File: config.mk
export PLATFORM = sky130hd
export DESIGN_NAME = abuf_int_port_arbiter_flat
export DESIGN_NICKNAME = d
export VERILOG_FILES = /design/src/rtl/abuf_int_port_arbiter_if.sv /design/src/rtl/abuf_int_port_arbiter.sv /design/src/flat_wrapper.sv
export SDC_FILE = /design/constraint.sdc
export NUM_CORES = 1
export LEC_CHECK = 0
export ABC_AREA = 1
export BUFFER_PORTS_ARGS = -buffer_cell sky130_fd_sc_hd__buf_2
export CORE_AREA = 2 2 456 458
export CTS_CLUSTER_DIAMETER = 150
export DETAILED_ROUTE_END_ITERATION = 16
export DIE_AREA = 0 0 458 460
export HOLD_SLACK_MARGIN = 0.02
export SETUP_SLACK_MARGIN = 0.3
export SLEW_MARGIN = 20
export SYNTH_ARGS = -nofsm -noshare
export SYNTH_HDL_FRONTEND = slang
export SYNTH_SLANG_ARGS = --single-unit
File: constraint.sdc
create_clock -name clk -period 1.9 [get_ports clk]
set_clock_uncertainty 0.15 [all_clocks]
set_input_delay 0.19 -clock clk [delete_from_list [all_inputs] [get_ports clk]]
set_output_delay 0.19 -clock clk [all_outputs]
set_load 0.02 [all_outputs]
File: src/rtl/abuf_int_port_arbiter_if.sv
`default_nettype none
// ============================================================================
// Module      : abuf_int_port_arbiter_if
// Description : Bundle of the request, memory-command and read-return
//               signals of the activation buffer internal-port arbiter.
//               The slave modport is the arbiter's view. The master modport
//               is the environment's view: requesters, buffer macro and
//               return sink.
// Ports       : clear_i                          - synchronous flush
//               rd_req_* / rd_addr_i             - read request handshake
//               wr_req_* / wr_addr_i / wr_data_i - write request handshake
//               wr_urgent_i                      - write queue near full
//               mem_*                            - buffer internal port
//               rd_data_o / rd_data_valid_o      - tagged read return
//               busy_o                           - activity indicator
// Revision    : 1.0 - initial release
// ============================================================================
interface abuf_int_port_arbiter_if #(
  parameter int addrWidth = 32,
  parameter int dataWidth = 256
);
  logic                 clear_i;
  logic                 rd_req_valid_i;
  logic                 rd_req_ready_o;
  logic [addrWidth-1:0] rd_addr_i;
  logic                 wr_req_valid_i;
  logic                 wr_req_ready_o;
  logic [addrWidth-1:0] wr_addr_i;
  logic [dataWidth-1:0] wr_data_i;
  logic                 wr_urgent_i;
  logic                 mem_rd_en_o;
  logic [addrWidth-1:0] mem_rd_addr_o;
  logic                 mem_wr_en_o;
  logic [addrWidth-1:0] mem_wr_addr_o;
  logic [dataWidth-1:0] mem_wr_data_o;
  logic [dataWidth-1:0] mem_rd_data_i;
  logic [dataWidth-1:0] rd_data_o;
  logic                 rd_data_valid_o;
  logic                 busy_o;

  modport slave (
    input  clear_i, rd_req_valid_i, rd_addr_i, wr_req_valid_i, wr_addr_i,
           wr_data_i, wr_urgent_i, mem_rd_data_i,
    output rd_req_ready_o, wr_req_ready_o, mem_rd_en_o, mem_rd_addr_o,
           mem_wr_en_o, mem_wr_addr_o, mem_wr_data_o, rd_data_o,
           rd_data_valid_o, busy_o
  );

  modport master (
    output clear_i, rd_req_valid_i, rd_addr_i, wr_req_valid_i, wr_addr_i,
           wr_data_i, wr_urgent_i, mem_rd_data_i,
    input  rd_req_ready_o, wr_req_ready_o, mem_rd_en_o, mem_rd_addr_o,
           mem_wr_en_o, mem_wr_addr_o, mem_wr_data_o, rd_data_o,
           rd_data_valid_o, busy_o
  );
endinterface
`default_nettype wire

File: src/rtl/abuf_int_port_arbiter.sv
`default_nettype none
// ============================================================================
// Module      : abuf_int_port_arbiter
// Description : Grants the single 256-bit activation-buffer internal port to
//               either the feature-fetch read path or the writeback path,
//               one access per cycle. Reads win by default. Writes are
//               protected by an urgent override, an age (starvation) counter
//               and a same-address read-after-write ordering rule. Read data
//               returns in order, readLatency cycles after the memory
//               command, as a single-cycle pulse.
// Ports       : clk  - clock
//               nrst - asynchronous active-low reset
//               bus  - abuf_int_port_arbiter_if.slave (requests, memory
//                      command/return, read return, busy)
// Revision    : 1.0 - initial release
// ============================================================================
module abuf_int_port_arbiter #(
  parameter int addrWidth   = 32,
  parameter int dataWidth   = 256,
  parameter int readLatency = 1,
  parameter int starveLimit = 4
) (
  input  wire logic                clk,
  input  wire logic                nrst,
  abuf_int_port_arbiter_if.slave   bus
);

  localparam int                 C_AGE_W     = $clog2(starveLimit + 1);
  localparam logic [C_AGE_W-1:0] C_AGE_LIMIT = C_AGE_W'(starveLimit);
  localparam logic [C_AGE_W-1:0] C_AGE_ONE   = C_AGE_W'(1);

  // --------------------------------------------------------------------------
  // Grant decision (combinational)
  // --------------------------------------------------------------------------
  logic [C_AGE_W-1:0] r_age;
  logic               w_raw_hazard;
  logic               w_wr_force;
  logic               w_wr_grant;
  logic               w_rd_grant;

  always_comb begin
    w_raw_hazard = 1'b0;
    w_wr_force   = 1'b0;
    w_wr_grant   = 1'b0;
    w_rd_grant   = 1'b0;

    // Same-address collision: let the write go first so the read observes
    // the new data.
    w_raw_hazard = bus.rd_req_valid_i && bus.wr_req_valid_i &&
                   (bus.rd_addr_i == bus.wr_addr_i);

    // Conditions under which a valid write overrides a valid read.
    w_wr_force = bus.wr_urgent_i || (r_age >= C_AGE_LIMIT) || w_raw_hazard;

    if (!bus.clear_i) begin
      if (bus.wr_req_valid_i && (w_wr_force || !bus.rd_req_valid_i)) begin
        w_wr_grant = 1'b1;
      end else if (bus.rd_req_valid_i) begin
        w_rd_grant = 1'b1;
      end
    end
  end

  assign bus.rd_req_ready_o = w_rd_grant;
  assign bus.wr_req_ready_o = w_wr_grant;

  // --------------------------------------------------------------------------
  // Write age counter: counts cycles a pending write has been denied.
  // It never needs to exceed the limit, since at the limit a valid write is
  // granted (or cleared) in the same cycle.
  // --------------------------------------------------------------------------
  always_ff @(posedge clk or negedge nrst) begin
    if (!nrst) begin
      r_age <= '0;
    end else if (bus.clear_i || w_wr_grant || !bus.wr_req_valid_i) begin
      r_age <= '0;
    end else if (r_age != C_AGE_LIMIT) begin
      r_age <= r_age + C_AGE_ONE;
    end
  end

  // --------------------------------------------------------------------------
  // Memory command registers: enables pulse for the cycle after a grant,
  // address/data hold their last granted value.
  // --------------------------------------------------------------------------
  logic                 r_mem_rd_en;
  logic [addrWidth-1:0] r_mem_rd_addr;
  logic                 r_mem_wr_en;
  logic [addrWidth-1:0] r_mem_wr_addr;
  logic [dataWidth-1:0] r_mem_wr_data;

  always_ff @(posedge clk or negedge nrst) begin
    if (!nrst) begin
      r_mem_rd_en   <= 1'b0;
      r_mem_rd_addr <= '0;
      r_mem_wr_en   <= 1'b0;
      r_mem_wr_addr <= '0;
      r_mem_wr_data <= '0;
    end else begin
      // Grants are already suppressed by clear, so enables drop with it.
      r_mem_rd_en <= w_rd_grant;
      r_mem_wr_en <= w_wr_grant;
      if (w_rd_grant) begin
        r_mem_rd_addr <= bus.rd_addr_i;
      end
      if (w_wr_grant) begin
        r_mem_wr_addr <= bus.wr_addr_i;
        r_mem_wr_data <= bus.wr_data_i;
      end
    end
  end

  assign bus.mem_rd_en_o   = r_mem_rd_en;
  assign bus.mem_rd_addr_o = r_mem_rd_addr;
  assign bus.mem_wr_en_o   = r_mem_wr_en;
  assign bus.mem_wr_addr_o = r_mem_wr_addr;
  assign bus.mem_wr_data_o = r_mem_wr_data;

  // --------------------------------------------------------------------------
  // Read return tracking. Stage 0 is loaded from the issued enable, so the
  // tail is high exactly in the cycle the buffer presents the data.
  // --------------------------------------------------------------------------
  logic [readLatency-1:0] r_rd_vld;
  logic                   w_rd_tail;
  logic [dataWidth-1:0]   r_rd_data_hold;

  assign w_rd_tail = r_rd_vld[readLatency-1];

  always_ff @(posedge clk or negedge nrst) begin
    if (!nrst) begin
      r_rd_vld <= '0;
    end else if (bus.clear_i) begin
      // Flush drops every in-flight return, including a command that is on
      // the memory port in this very cycle.
      r_rd_vld <= '0;
    end else begin
      r_rd_vld[0] <= r_mem_rd_en;
      for (int i = 1; i < readLatency; i++) begin
        r_rd_vld[i] <= r_rd_vld[i-1];
      end
    end
  end

  // Capture the returned word when the tail fires so rd_data_o keeps the
  // last delivered beat afterwards; during the tail cycle the live buffer
  // data is forwarded so the return is not delayed by an extra stage.
  always_ff @(posedge clk or negedge nrst) begin
    if (!nrst) begin
      r_rd_data_hold <= '0;
    end else if (w_rd_tail) begin
      r_rd_data_hold <= bus.mem_rd_data_i;
    end
  end

  assign bus.rd_data_o       = w_rd_tail ? bus.mem_rd_data_i : r_rd_data_hold;
  assign bus.rd_data_valid_o = w_rd_tail;

  // --------------------------------------------------------------------------
  // Activity
  // --------------------------------------------------------------------------
  assign bus.busy_o = bus.rd_req_valid_i | bus.wr_req_valid_i |
                      r_mem_rd_en | r_mem_wr_en | (|r_rd_vld) | w_rd_tail;

endmodule
`default_nettype wire

File: src/flat_wrapper.sv
// flat-port wrapper written by rule: the top's interface ports become plain ports
module abuf_int_port_arbiter_flat 
#(
  parameter int addrWidth   = 32,
  parameter int dataWidth   = 256,
  parameter int readLatency = 1,
  parameter int starveLimit = 4
)
  (clk, nrst, bus_clear_i, bus_rd_req_valid_i, bus_rd_addr_i, bus_wr_req_valid_i, bus_wr_addr_i, bus_wr_data_i, bus_wr_urgent_i, bus_mem_rd_data_i, bus_rd_req_ready_o, bus_wr_req_ready_o, bus_mem_rd_en_o, bus_mem_rd_addr_o, bus_mem_wr_en_o, bus_mem_wr_addr_o, bus_mem_wr_data_o, bus_rd_data_o, bus_rd_data_valid_o, bus_busy_o);
  abuf_int_port_arbiter_if #(.addrWidth(addrWidth), .dataWidth(dataWidth)) bus_i ();
  input  wire logic clk;
  input  wire logic nrst;
  input wire logic [$bits(bus_i.clear_i)-1:0] bus_clear_i;
  input wire logic [$bits(bus_i.rd_req_valid_i)-1:0] bus_rd_req_valid_i;
  input wire logic [$bits(bus_i.rd_addr_i)-1:0] bus_rd_addr_i;
  input wire logic [$bits(bus_i.wr_req_valid_i)-1:0] bus_wr_req_valid_i;
  input wire logic [$bits(bus_i.wr_addr_i)-1:0] bus_wr_addr_i;
  input wire logic [$bits(bus_i.wr_data_i)-1:0] bus_wr_data_i;
  input wire logic [$bits(bus_i.wr_urgent_i)-1:0] bus_wr_urgent_i;
  input wire logic [$bits(bus_i.mem_rd_data_i)-1:0] bus_mem_rd_data_i;
  output wire logic [$bits(bus_i.rd_req_ready_o)-1:0] bus_rd_req_ready_o;
  output wire logic [$bits(bus_i.wr_req_ready_o)-1:0] bus_wr_req_ready_o;
  output wire logic [$bits(bus_i.mem_rd_en_o)-1:0] bus_mem_rd_en_o;
  output wire logic [$bits(bus_i.mem_rd_addr_o)-1:0] bus_mem_rd_addr_o;
  output wire logic [$bits(bus_i.mem_wr_en_o)-1:0] bus_mem_wr_en_o;
  output wire logic [$bits(bus_i.mem_wr_addr_o)-1:0] bus_mem_wr_addr_o;
  output wire logic [$bits(bus_i.mem_wr_data_o)-1:0] bus_mem_wr_data_o;
  output wire logic [$bits(bus_i.rd_data_o)-1:0] bus_rd_data_o;
  output wire logic [$bits(bus_i.rd_data_valid_o)-1:0] bus_rd_data_valid_o;
  output wire logic [$bits(bus_i.busy_o)-1:0] bus_busy_o;
  assign bus_i.clear_i = bus_clear_i;
  assign bus_i.rd_req_valid_i = bus_rd_req_valid_i;
  assign bus_i.rd_addr_i = bus_rd_addr_i;
  assign bus_i.wr_req_valid_i = bus_wr_req_valid_i;
  assign bus_i.wr_addr_i = bus_wr_addr_i;
  assign bus_i.wr_data_i = bus_wr_data_i;
  assign bus_i.wr_urgent_i = bus_wr_urgent_i;
  assign bus_i.mem_rd_data_i = bus_mem_rd_data_i;
  assign bus_rd_req_ready_o = bus_i.rd_req_ready_o;
  assign bus_wr_req_ready_o = bus_i.wr_req_ready_o;
  assign bus_mem_rd_en_o = bus_i.mem_rd_en_o;
  assign bus_mem_rd_addr_o = bus_i.mem_rd_addr_o;
  assign bus_mem_wr_en_o = bus_i.mem_wr_en_o;
  assign bus_mem_wr_addr_o = bus_i.mem_wr_addr_o;
  assign bus_mem_wr_data_o = bus_i.mem_wr_data_o;
  assign bus_rd_data_o = bus_i.rd_data_o;
  assign bus_rd_data_valid_o = bus_i.rd_data_valid_o;
  assign bus_busy_o = bus_i.busy_o;
  abuf_int_port_arbiter #(.addrWidth(addrWidth), .dataWidth(dataWidth), .readLatency(readLatency), .starveLimit(starveLimit)) u_core (.clk(clk), .nrst(nrst), .bus(bus_i));
endmodule
==> flow_summary.toml <==
[placed_design]
place_ws_ps = -679
place.gp.congestion = 0.875
post-dp-hpwl_um = 130000
io_buffers = 1163

[worst_setup_path]
worstSetupPathType = "reg -> out"
critPathTopFamily = "buffers and inverters"
max_stage_delay_ps = 540
crit_required_ps = 1560
path_cells = "buf_12 -> buf_16 -> buf_8 -> nand2_1 -> nand2_1 -> buf_2"
crit_top_cell = "nand2_1"
critical_path_buf_inv_count = 4
path_max_fanout = 11
cp-start-kind = "flip-flop"
critPathCaptureType = "output pin"
cp.arrival_ps = 2240
crit_slowest_cell = "dfrtp_4"

[drt]
vias_per_cell = 3.67
drt-total-wl_um = 168000
wl_met3_um = 26100
post_drt_wl_per_cell_um = 23.0
drc = 0
met1Wirelength_um = 60200
ant_nets = 0
routed-wl-met2_um = 70400
drt-pass1-iter-count = 5
route.vias.total = 26876
drt-initial-drc-count = 2284
top_layer_used = "met5"

[pwr]
leakage_nw = 22.9
power_density_nw_per_um2 = 993
total_power_mw = 44.1
ir_drop_mv = 0.711

[global_routing]
grt-ovfl-total = 0
grt_pass1_wl_um = 216000
grt_usage = 0.148
antenna_found_initial = 174
grt_pass1_vias = 26086
grt_start_max_net_pins = 101

[hold_path]
hp-class = "in -> reg"

[cts]
cts-buffers-inserted = 74
clk_path_buf_depth = 3
cts.sink_count = 582
clk_pin_slew_ps = 60
insertion_delay_ps = 690
cts_tree = "yes"
root_buffer = "clkbuf_16"
htreeDepth = 3

[sta]
post-route-period-util = 1.36
whs_ps = 113
rsz0062_at_grt = "yes"
setup_violations = 260
tightest_slew_ps = 738
min_period_ps = 2580
slew_violations = 0
slew_headroom = 0.508
setup_ws_ps = -682
max_freq_mhz = 387
hold_violations = 0

[status]
status = "finished with violations"
violations = "setup timing"

[layout]
layout_common_cells = "1548 x nand2_1, 986 x buf_2, 618 x dlygate4sd3_1, 581 x dfrtp_1, 148 x buf_4"
seq_area_um2 = 14600
syn2layout_area_growth_pct = 99.0
final_common_cell = "nand2_1"
fill_cells = 22135
drive_gt1_frac = 0.368
nNetsFinal = 5059
multi_input_area_um2 = 7790

[synthesis]
synth_cell_types = 19
synth_top_area_cell = "dfrtp_1"
synth_edf_count = 0
synth_nets = 3132
avgSynthCellArea_um2 = 8.75
synthCells = 2548
synth_ff_type = "dfrtp_1"
synth.cell_area_um2 = 22300
synthArstFlopShare = 1.00
ys_warn_count = 0
synth_top_area_frac = 0.653
seq_area_frac_synth = 0.653
synth-seq-cells = 582
synth_area_leaders = "dfrtp_1 65%, nand2_1 29%, clkbuf_1 1.4%, xnor2_1 1.1%, nand4_1 0.90%"

[die]
core_region_area_um2 = 206000
die_h_um = 460
die-width_um = 458
row_count = 167
dieArea_um2 = 211000
pin_count = 1164
start_util = 0.108

[job]
max-cap-violations = 0
==> cell usage after synthesis (6+ instances only) <==
master,instances
buf_1,10
nor2_1,14
buf_4,20
o21ai_0,6
buf_2,18
clkbuf_1,84
nand4_1,32
dfrtp_1,582
inv_1,18
nand2_1,1726
xnor2_1,27
==> per-stage QoR <==
| step | cells | utilization | cell area, um^2 | TNS, ps |
|---|---|---|---|---|
| after CTS | 7198 | 0.208 | 42800 | -170380 |
| after global routing | 7287 | 0.215 | 44300 | -165700 |
| final | 7315 | 0.215 | 44400 | -139500 |
| after global placement | 6420 | 0.158 | 32600 | -182850 |
| after floorplan | 2548 | - | 22400 | 0 |
| after detailed placement | 6420 | 0.158 | 32600 | -186730 |
==> timing repair <==
action | 4_1_cts | 5_1_grt
hold endpoints to repair | 1164 | 1
setup buffers | 18 | 20
cloned | 10 | 15
pin swaps | 11 | 22
hold buffers | 619 | 1
gates resized for setup | 303 | 324
endpoints found under the setup margin | 898 | 984
==> power by group <==
part           leakage (nW)  internal [mW]  switching, mW
Clock                  1.19           8.27           6.15
Combinational          14.5           5.28           8.76
Sequential             7.19           14.5           1.06
Total                  22.9           28.1           16.0
==> worst min-delay path: cells and delay by family <==
family / cells / cell delay (ps)
and+or+nand+nor: 2 / 120
buffers and inverters: 2 / 610
==> cell families after synthesis <==
kind of cell / Yosys count / synth area share
buffers and inverters: 154 / 0.0306
AND/OR/NAND/NOR: 1777 / 0.303
AO/OA/AOI/OAI: 6 / 0.00135
adder cells (fa/ha/maj): 2 / 0.00112
flip-flops: 582 / 0.653
XOR/XNOR: 27 / 0.0106
==> routing by layer <==
layer | vias to the layer above | track usage
met3 | 538 | 0.0928
met1 | 12694 | 0.162
met4 | 120 | 0.0792
met5 | - | 0
li1 | 11698 | -
met2 | 1826 | 0.219
==> worst paths after layout <==
check,cells after the start,slack (ps),end,start
worst max-delay path,6,-680,bus_rd_data_o[157],u_core.bus.rd_data_valid_o
worst min-delay path,4,110,u_core.r_rd_data_hold[224],bus_mem_rd_data_i[224]
worst max register to register,9,60,u_core.bus.mem_rd_addr_o[10],u_core.r_age[2]
worst min register to register,2,310,u_core.r_rd_data_hold[252],u_core.r_rd_data_hold[252]
max in group asynchronous,6,320,u_core.r_rd_data_hold[225],nrst
min in group asynchronous,4,460,u_core.r_rd_data_hold[197],nrst
==> registers in the layout (all words and copies together), names as in the netlist <==
name and count:
u_core.bus.rd_data_valid_o 1, u_core.r_age 3, u_core.bus.mem_wr_data_o 256, u_core.bus.mem_rd_addr_o 32, u_core.bus.mem_wr_en_o 1, u_core.bus.mem_wr_addr_o 32
u_core.r_rd_data_hold 256, u_core.bus.mem_rd_en_o 1
==> final cells by class <==
class	instances	share of cell area
clock inverters	31	0.00908
flip-flops and latches	582	0.328
repair buffers	1984	0.358
multi-input cells	1812	0.175
inverters	21	0.00223
clock buffers	100	0.0464
diodes	81	0.00457
well taps	2704	0.0762
Note: power is estimated with default switching activity, not from simulation.
